==> src/rtl/piso_frame_pkg.sv <==
// Shared types and sizing helpers for the PISO frame serializer.
// PISO_PARITY_EN adds one parity bit after the data field.
package piso_frame_pkg;

`ifdef PISO_PARITY_EN
    localparam int PAR_W = 1;
`else
    localparam int PAR_W = 0;
`endif

    typedef enum logic {
        ST_IDLE  = 1'b0,
        ST_SHIFT = 1'b1
    } state_t;

    // Total frame length: preamble, start bit, data, optional parity, postamble.
    function automatic int frame_w(input int data_w, input int pre_w, input int post_w);
        return pre_w + 1 + data_w + PAR_W + post_w;
    endfunction

    function automatic int cnt_w(input int fw);
        return $clog2(fw + 1);
    endfunction

    function automatic int div_w(input int clks_per_bit);
        return (clks_per_bit > 1) ? $clog2(clks_per_bit) : 1;
    endfunction

endpackage

==> src/rtl/piso_bit_tick.sv <==
// Bit-period divider: asserts last_cycle in the final clk of each bit and
// bit_tick when that coincides with an active frame.
module piso_bit_tick
    import piso_frame_pkg::*;
#(
    parameter int CLKS_PER_BIT = 1
) (
    input  logic clk,
    input  logic rst_n,
    input  logic i_run,
    input  logic i_restart,
    output logic o_bit_tick,
    output logic o_last_cycle
);

    generate
        if (CLKS_PER_BIT == 1) begin : g_const
            // Every cycle is a full bit-period, so no counter exists.
            logic w_unused_ports;
            assign w_unused_ports = &{1'b0, clk, rst_n, i_restart};
            assign o_last_cycle   = 1'b1;
        end else begin : g_div
            localparam int DW = div_w(CLKS_PER_BIT);
            localparam logic [DW-1:0] DIV_MAX = DW'(CLKS_PER_BIT - 1);

            logic [DW-1:0] r_div;

            // NOTE: sequential state uses non-blocking assignments and an async
            // reset so every flop updates from pre-edge values.
            always_ff @(posedge clk or negedge rst_n) begin
                if (!rst_n) begin
                    r_div <= '0;
                end else if (i_restart) begin
                    r_div <= '0;
                end else if (i_run) begin
                    r_div <= (r_div == DIV_MAX) ? '0 : r_div + 1'b1;
                end
            end

            assign o_last_cycle = (r_div == DIV_MAX);
        end
    endgenerate

    assign o_bit_tick = i_run & o_last_cycle;

endmodule

==> src/rtl/piso_frame_serializer.sv <==
// Parallel-in/serial-out frame generator with valid/ready intake and gated output.
// Build option: define PISO_PARITY_EN to append a parity bit after the data.
module piso_frame_serializer
    import piso_frame_pkg::*;
#(
    parameter int         DATA_W       = 5,
    parameter int         PRE_W        = 4,
    parameter logic [7:0] PRE_PAT      = 8'b0000_1111,
    parameter int         POST_W       = 6,
    parameter logic [7:0] POST_PAT     = 8'b0011_1101,
    parameter int         CLKS_PER_BIT = 1,
    parameter logic       IDLE_LVL     = 1'b1,
    parameter logic       PARITY_ODD   = 1'b0
) (
    input  logic              clk,
    input  logic              rst_n,
    input  logic              in_valid,
    output logic              in_ready,
    input  logic [DATA_W-1:0] in_data,
    input  logic              out_en,
    output logic              ser_out,
    output logic              busy,
    output logic              frame_done
);

    localparam int FRAME_W = frame_w(DATA_W, PRE_W, POST_W);
    localparam int CNT_W   = cnt_w(FRAME_W);
    localparam logic [CNT_W-1:0] LAST_BIT = CNT_W'(FRAME_W - 1);

    state_t               r_state;
    logic [FRAME_W-1:0]   r_shift;
    logic [CNT_W-1:0]     r_bit_cnt;
    logic                 r_frame_done;
    logic [FRAME_W-1:0]   w_frame;
    logic                 w_busy;
    logic                 w_accept;
    logic                 w_frame_end;
    logic                 w_bit_tick;
    logic                 w_last_cycle;

    assign w_busy = (r_state == ST_SHIFT);

    piso_bit_tick #(
        .CLKS_PER_BIT(CLKS_PER_BIT)
    ) u_bit_tick (
        .clk         (clk),
        .rst_n       (rst_n),
        .i_run       (w_busy),
        .i_restart   (w_accept),
        .o_bit_tick  (w_bit_tick),
        .o_last_cycle(w_last_cycle)
    );

    // Opening ready in the final cycle of the last bit gives zero-gap frames.
    assign w_frame_end = w_busy && (r_bit_cnt == LAST_BIT) && w_last_cycle;
    assign in_ready    = !w_busy || w_frame_end;
    assign w_accept    = in_valid && in_ready;

    // NOTE: every combinational output gets a default first so no latch is inferred.
    always_comb begin
        w_frame = '0;
        for (int i = 0; i < PRE_W; i++) begin
            w_frame[i] = PRE_PAT[i];
        end
        w_frame[PRE_W] = 1'b0;
        for (int i = 0; i < DATA_W; i++) begin
            w_frame[PRE_W + 1 + i] = in_data[i];
        end
`ifdef PISO_PARITY_EN
        w_frame[PRE_W + 1 + DATA_W] = (^in_data) ^ PARITY_ODD;
`endif
        for (int i = 0; i < POST_W; i++) begin
            w_frame[PRE_W + 1 + DATA_W + PAR_W + i] = POST_PAT[i];
        end
    end

`ifndef PISO_PARITY_EN
    logic w_unused_parity;
    assign w_unused_parity = PARITY_ODD;
`endif

    // Shifting fills with IDLE_LVL, so the register is all-idle once a frame ends.
    always_ff @(posedge clk or negedge rst_n) begin
        if (!rst_n) begin
            r_state      <= ST_IDLE;
            r_shift      <= {FRAME_W{IDLE_LVL}};
            r_bit_cnt    <= '0;
            r_frame_done <= 1'b0;
        end else begin
            r_frame_done <= w_frame_end;
            if (w_accept) begin
                r_state   <= ST_SHIFT;
                r_shift   <= w_frame;
                r_bit_cnt <= '0;
            end else if (w_frame_end) begin
                r_state   <= ST_IDLE;
                r_shift   <= {IDLE_LVL, r_shift[FRAME_W-1:1]};
                r_bit_cnt <= '0;
            end else if (w_bit_tick) begin
                r_shift   <= {IDLE_LVL, r_shift[FRAME_W-1:1]};
                r_bit_cnt <= r_bit_cnt + 1'b1;
            end
        end
    end

    assign ser_out    = out_en ? r_shift[0] : IDLE_LVL;
    assign busy       = w_busy;
    assign frame_done = r_frame_done;

endmodule

==> config.mk <==
export PLATFORM = sky130hd
export DESIGN_NAME = piso_frame_serializer
export DESIGN_NICKNAME = d
export VERILOG_FILES = /design/src/rtl/piso_frame_pkg.sv /design/src/rtl/piso_bit_tick.sv /design/src/rtl/piso_frame_serializer.sv
export SDC_FILE = /design/constraint.sdc
export NUM_CORES = 1
export LEC_CHECK = 0
export ABC_AREA = 1
export CORE_AREA = 3 3 65 67
export DETAILED_ROUTE_END_ITERATION = 16
export DIE_AREA = 0 0 68 70
export SYNTH_ARGS = -nofsm -noshare
export SYNTH_HDL_FRONTEND = slang
export SYNTH_SLANG_ARGS = --single-unit
==> constraint.sdc <==
create_clock -name clk -period 2.35 [get_ports clk]
set_clock_uncertainty 0.15 [all_clocks]
set_input_delay 0.3525 -clock clk [delete_from_list [all_inputs] [get_ports clk]]
set_output_delay 0.3525 -clock clk [all_outputs]
set_load 0.005 [all_outputs]
### After elaboration in Yosys (flattened, before gate mapping)

Cells that the tools add are included.
W data, S select, Z words.

* add/sub/neg operators: 1
* multipliers: 0
* div/mod/pow operators: 0
* order comparisons: 0
* eq/ne operators: 1
* shift-type cells: 0
* multiplexer cells: 9
* bitwise operators: 0
* reduce and logical (&&, ||, !) cells: 6

Operators with widths (number)
* $mux W16: 3
* $mux W5: 3
* $add A5 B1 Y5 const B: 1
* $eq A5 B4 Y1 const B: 1
* $mux W1: 3
* $reduce_bool A3 Y1: 1
* $logic_and A1 B1 Y1: 2
* $reduce_bool A2 Y1: 1
* $logic_not A1 Y1: 1
* $logic_or A1 B1 Y1: 1

* register bits after elaboration: 23
* bits in latches: 0
* bits in writable memories: 0
* bits in read-only memories: 0
* input port bits: 9
* word-level logic and storage cells: 21
* memories kept: 0

### Logic depth before layout (Yosys ltp)

* depth in word-level cells: 5
* mapped depth: 7
* gate-level depth less buffers: 6

### Modules after synthesis

From an unflattened synthesis, not the netlist that was laid out.

* cell total of the unflattened synthesis: 111
* area, all modules: 979.7 um2

By module, submodules not included
* piso_frame_serializer: times used 1, cells each 108, area an instance 960.9 um2, seq. area each 490.5 um2
* piso_bit_tick: times used 1, cells each 3, area an instance 18.8 um2, seq. area each 0.0 um2

### Worst setup path after synthesis

Ideal clock, no wire load.

* path kind: register -> output
* start point: register r_bit_cnt[0]
* end point: output in_ready
* arrival: 0.960 ns
* path slack: 0.888 ns
* stages on the path, launching flop included: 5
* path buffers: 1
* cells stage by stage: dfrtp_1 ha_1 nand4_1 nand2_1 buf_6

* longest elaborated chain between the ends: 3

Ends and longest elaborated chain
* from (decl): line piso_frame_serializer.sv:32 `logic [CNT_W-1:0] r_bit_cnt;`
* from (signal assigned): line piso_frame_serializer.sv:101 `r_bit_cnt <= r_bit_cnt + 1'b1;`
* $eq A5 B4 Y1: line piso_frame_serializer.sv:55 `assign w_frame_end = w_busy && (r_bit_cnt == LAST_BIT) && w_last_cycle;`
* $logic_and A1 B1 Y1: line piso_frame_serializer.sv:55
* $logic_or A1 B1 Y1: line piso_frame_serializer.sv:56 `assign in_ready = !w_busy || w_frame_end;`
* to (decl): line piso_frame_serializer.sv:18 `output logic in_ready,`

No other way between the ends.

### Worst setup path after layout

Ends and elaborated chain as after synthesis.

==> results.toml <==
[power_and_ir_drop]
p_leak_uw = 0.000491
p_switching_uw = 396
power_density_mw_per_mm2 = 1080
peakVddDrop_mv = 0.287
p_int_uw = 809
seqPwrFrac_pct = 49.2
switching_share_pct = 32.9
combPwrFrac_pct = 31.8
pwr-share-clk_pct = 19.0

[yosys]
syn_area_um2 = 901
avgSynthCellArea_um2 = 10.1
netlist_instances = 89
ys_types = 21
yosysSeqAreaShare_pct = 54.4
ys_warn_count = 0
ys_ff_latch = 19
syn-num-nets = 99

[die]
dieArea_mm2 = 0.00476
start_util_pct = 24.4
die-height_um = 70
rows = 22
die_x_um = 68
design.core.area_mm2 = 0.00369
io_pins = 13

[finish]
layout_commonest_cell = "nand2_1"
final.fill_count = 402
seq_area_um2 = 490
area_delta_synth_final_pct = 23.9
diodes = 0
fin_nets = 116
multiInputGateArea_um2 = 339
final_layout_size_suffix_gt1_share_pct = 36.2
layout_common_cells = "nand2_1 (15), clkdlybuf4s50_1 (12), dfstp_2 (12)"
layoutNonFillerInstCount = 153
fin_util_pct = 30.3

[worst_setup_path]
cp.required_ns = 1.85
r2r-start = "r_bit_cnt[0]"
cp-startpoint = "r_bit_cnt[0]"
cp_max_fo = 4
criticalPathCategory = "reg -> out"
cp.arrival_ns = 1.67
critPathLaunchType = "flip-flop"
end_kind = "output pin"

[sta]
finalCritPeriodShare_pct = 92.4
slew_violations = 0
setup_slack_ns = 0.178
rsz0062_at_grt = "false"
worst_pin_slew_ns = 0.409
fmax_mhz = 460
tns_ns = 0
period_needed_ns = 2.17
hold_viol = 0
slew-limit-headroom_pct = 72.7
setup_viol = 0

[clocking]
cts_root_buf = "clkbuf_8"
clock_path_buffers = 2
ctsHtreeMaxLevel = 1
clk_latency_ns = 0.26
postCtsSetupBuffers = 0
cts_made_buffers = 3
clk_pin_slew_ns = 0.08
clock_sinks = 19
cts_hold_buf = 0
cts.repair.resized = 0
cts_tree = "yes"

[detailed_routing]
drtIter0Drc = 19
drc = 0
vias = 629
wl_per_cell_um = 11.2
ant_nets = 0
viasPerCell = 4.11
wl_um = 1710
firstDrtPassIters = 4

[placed_design]
post-place-ws_ns = 0.433
hpwl_um = 1300
gp_congestion = 0.752
port_buffers = 12
place_inst = 149

[grt]
grt_pass1_wl_um = 2980
overflow = 0
track_usage_pct = 8.12
grt_pass1_vias = 633
antenna_found_initial = 0
grt_max_degree = 12

[status]
outcome = "completed"

[run]
max_cap_viol_count = 0

[worst_hold_path]
hold_path_class = "in -> async"
==> Yosys cell counts <==
cell type   n  area, um^2
nor2_1      6        22.5
dfstp_2    12         315
a22oi_1     1        7.51
o21ai_1     2        10.0
a21oi_1     1        5.00
inv_1       9        33.8
ha_1        1        12.5
o21ai_0     2        10.0
nand3_1     8        40.0
nor2_4      1        11.3
xnor2_1     1        8.76
nand2_1    15        56.3
nand4_1     1        6.26
nand2_2     5        31.3
nand3_2     5        50.1
xor2_1      1        8.76
dfrtp_1     7         175
nor2_2      1        6.26
inv_2       1        3.75
a21oi_2     6        52.6
buf_6       3        33.8
==> worst max-delay path: stages, from the launching register on <==
cell             delay (ns)
dfrtp_1                0.40
ha_1                   0.23
nand4_1                0.17
nand2_1                0.11
clkdlybuf4s50_1        0.50
==> flip-flops by register name, indices dropped and copies added (netlist names) <==
signal	flops
busy	1
frame_done	1
r_bit_cnt	5
r_shift	12
==> logic make-up after synthesis <==
| family | share of synthesized area [%] |
|---|---|
| simple gates | 24.9 |
| flops | 54.4 |
| buf+inv | 7.92 |
| compound gates | 9.44 |
| xor+xnor | 1.94 |
| fa+ha+maj | 1.39 |
==> power groups by stage <==
| stage | Combinational [uW] | Sequential [uW] | Clock (uW) |
|---|---|---|---|
| final | 384 | 592 | 229 |
| after global routing | 442 | 611 | 255 |
| after CTS | 395 | 593 | 239 |
| after detailed placement | 392 | 598 | 0 |
| after global placement | 374 | 597 | 0 |
| after floorplan | 295 | 579 | 0 |
==> worst paths after layout <==
check | to | slack, ns | depth (start not counted)
setup / recovery | in_ready | 0.18 | 4
hold reg to reg | r_shift[1] | 0.33 | 2
setup reg to reg | r_shift[4] | 0.79 | 7
max in group asynchronous | r_shift[10] | 1.24 | 2
hold / removal | r_bit_cnt[2] | 0.23 | 1
min in group clk | r_shift[1] | 0.33 | 2
==> layer usage <==
layer / track usage (%) / part of all wire (%)
met1: 11.3 / 49
met2: 12.2 / 45
met3: 3.38 / 4.6
met4: 0.662 / 0.47
met5: 0 / 0
==> layout make-up <==
class | count | share of cell area (%)
well taps | 48 | 5.38
inverters | 10 | 3.36
flip-flops and latches | 19 | 43.9
repair buffers | 15 | 12.8
clock inverters | 1 | 0.448
clock buffers | 3 | 3.70
multi-input cells | 57 | 30.4
==> metrics by stage <==
step                cell area [um^2]  total power, uW  hold slack, ns
floorplan                        901              874         -0.0931
global placement                1070              971           0.312
detailed placement              1070              990           0.322
CTS                             1120             1230           0.237
global route                    1120             1310           0.261
finish                          1120             1210           0.233
No activity file was read; power rests on OpenSTA's default activity.
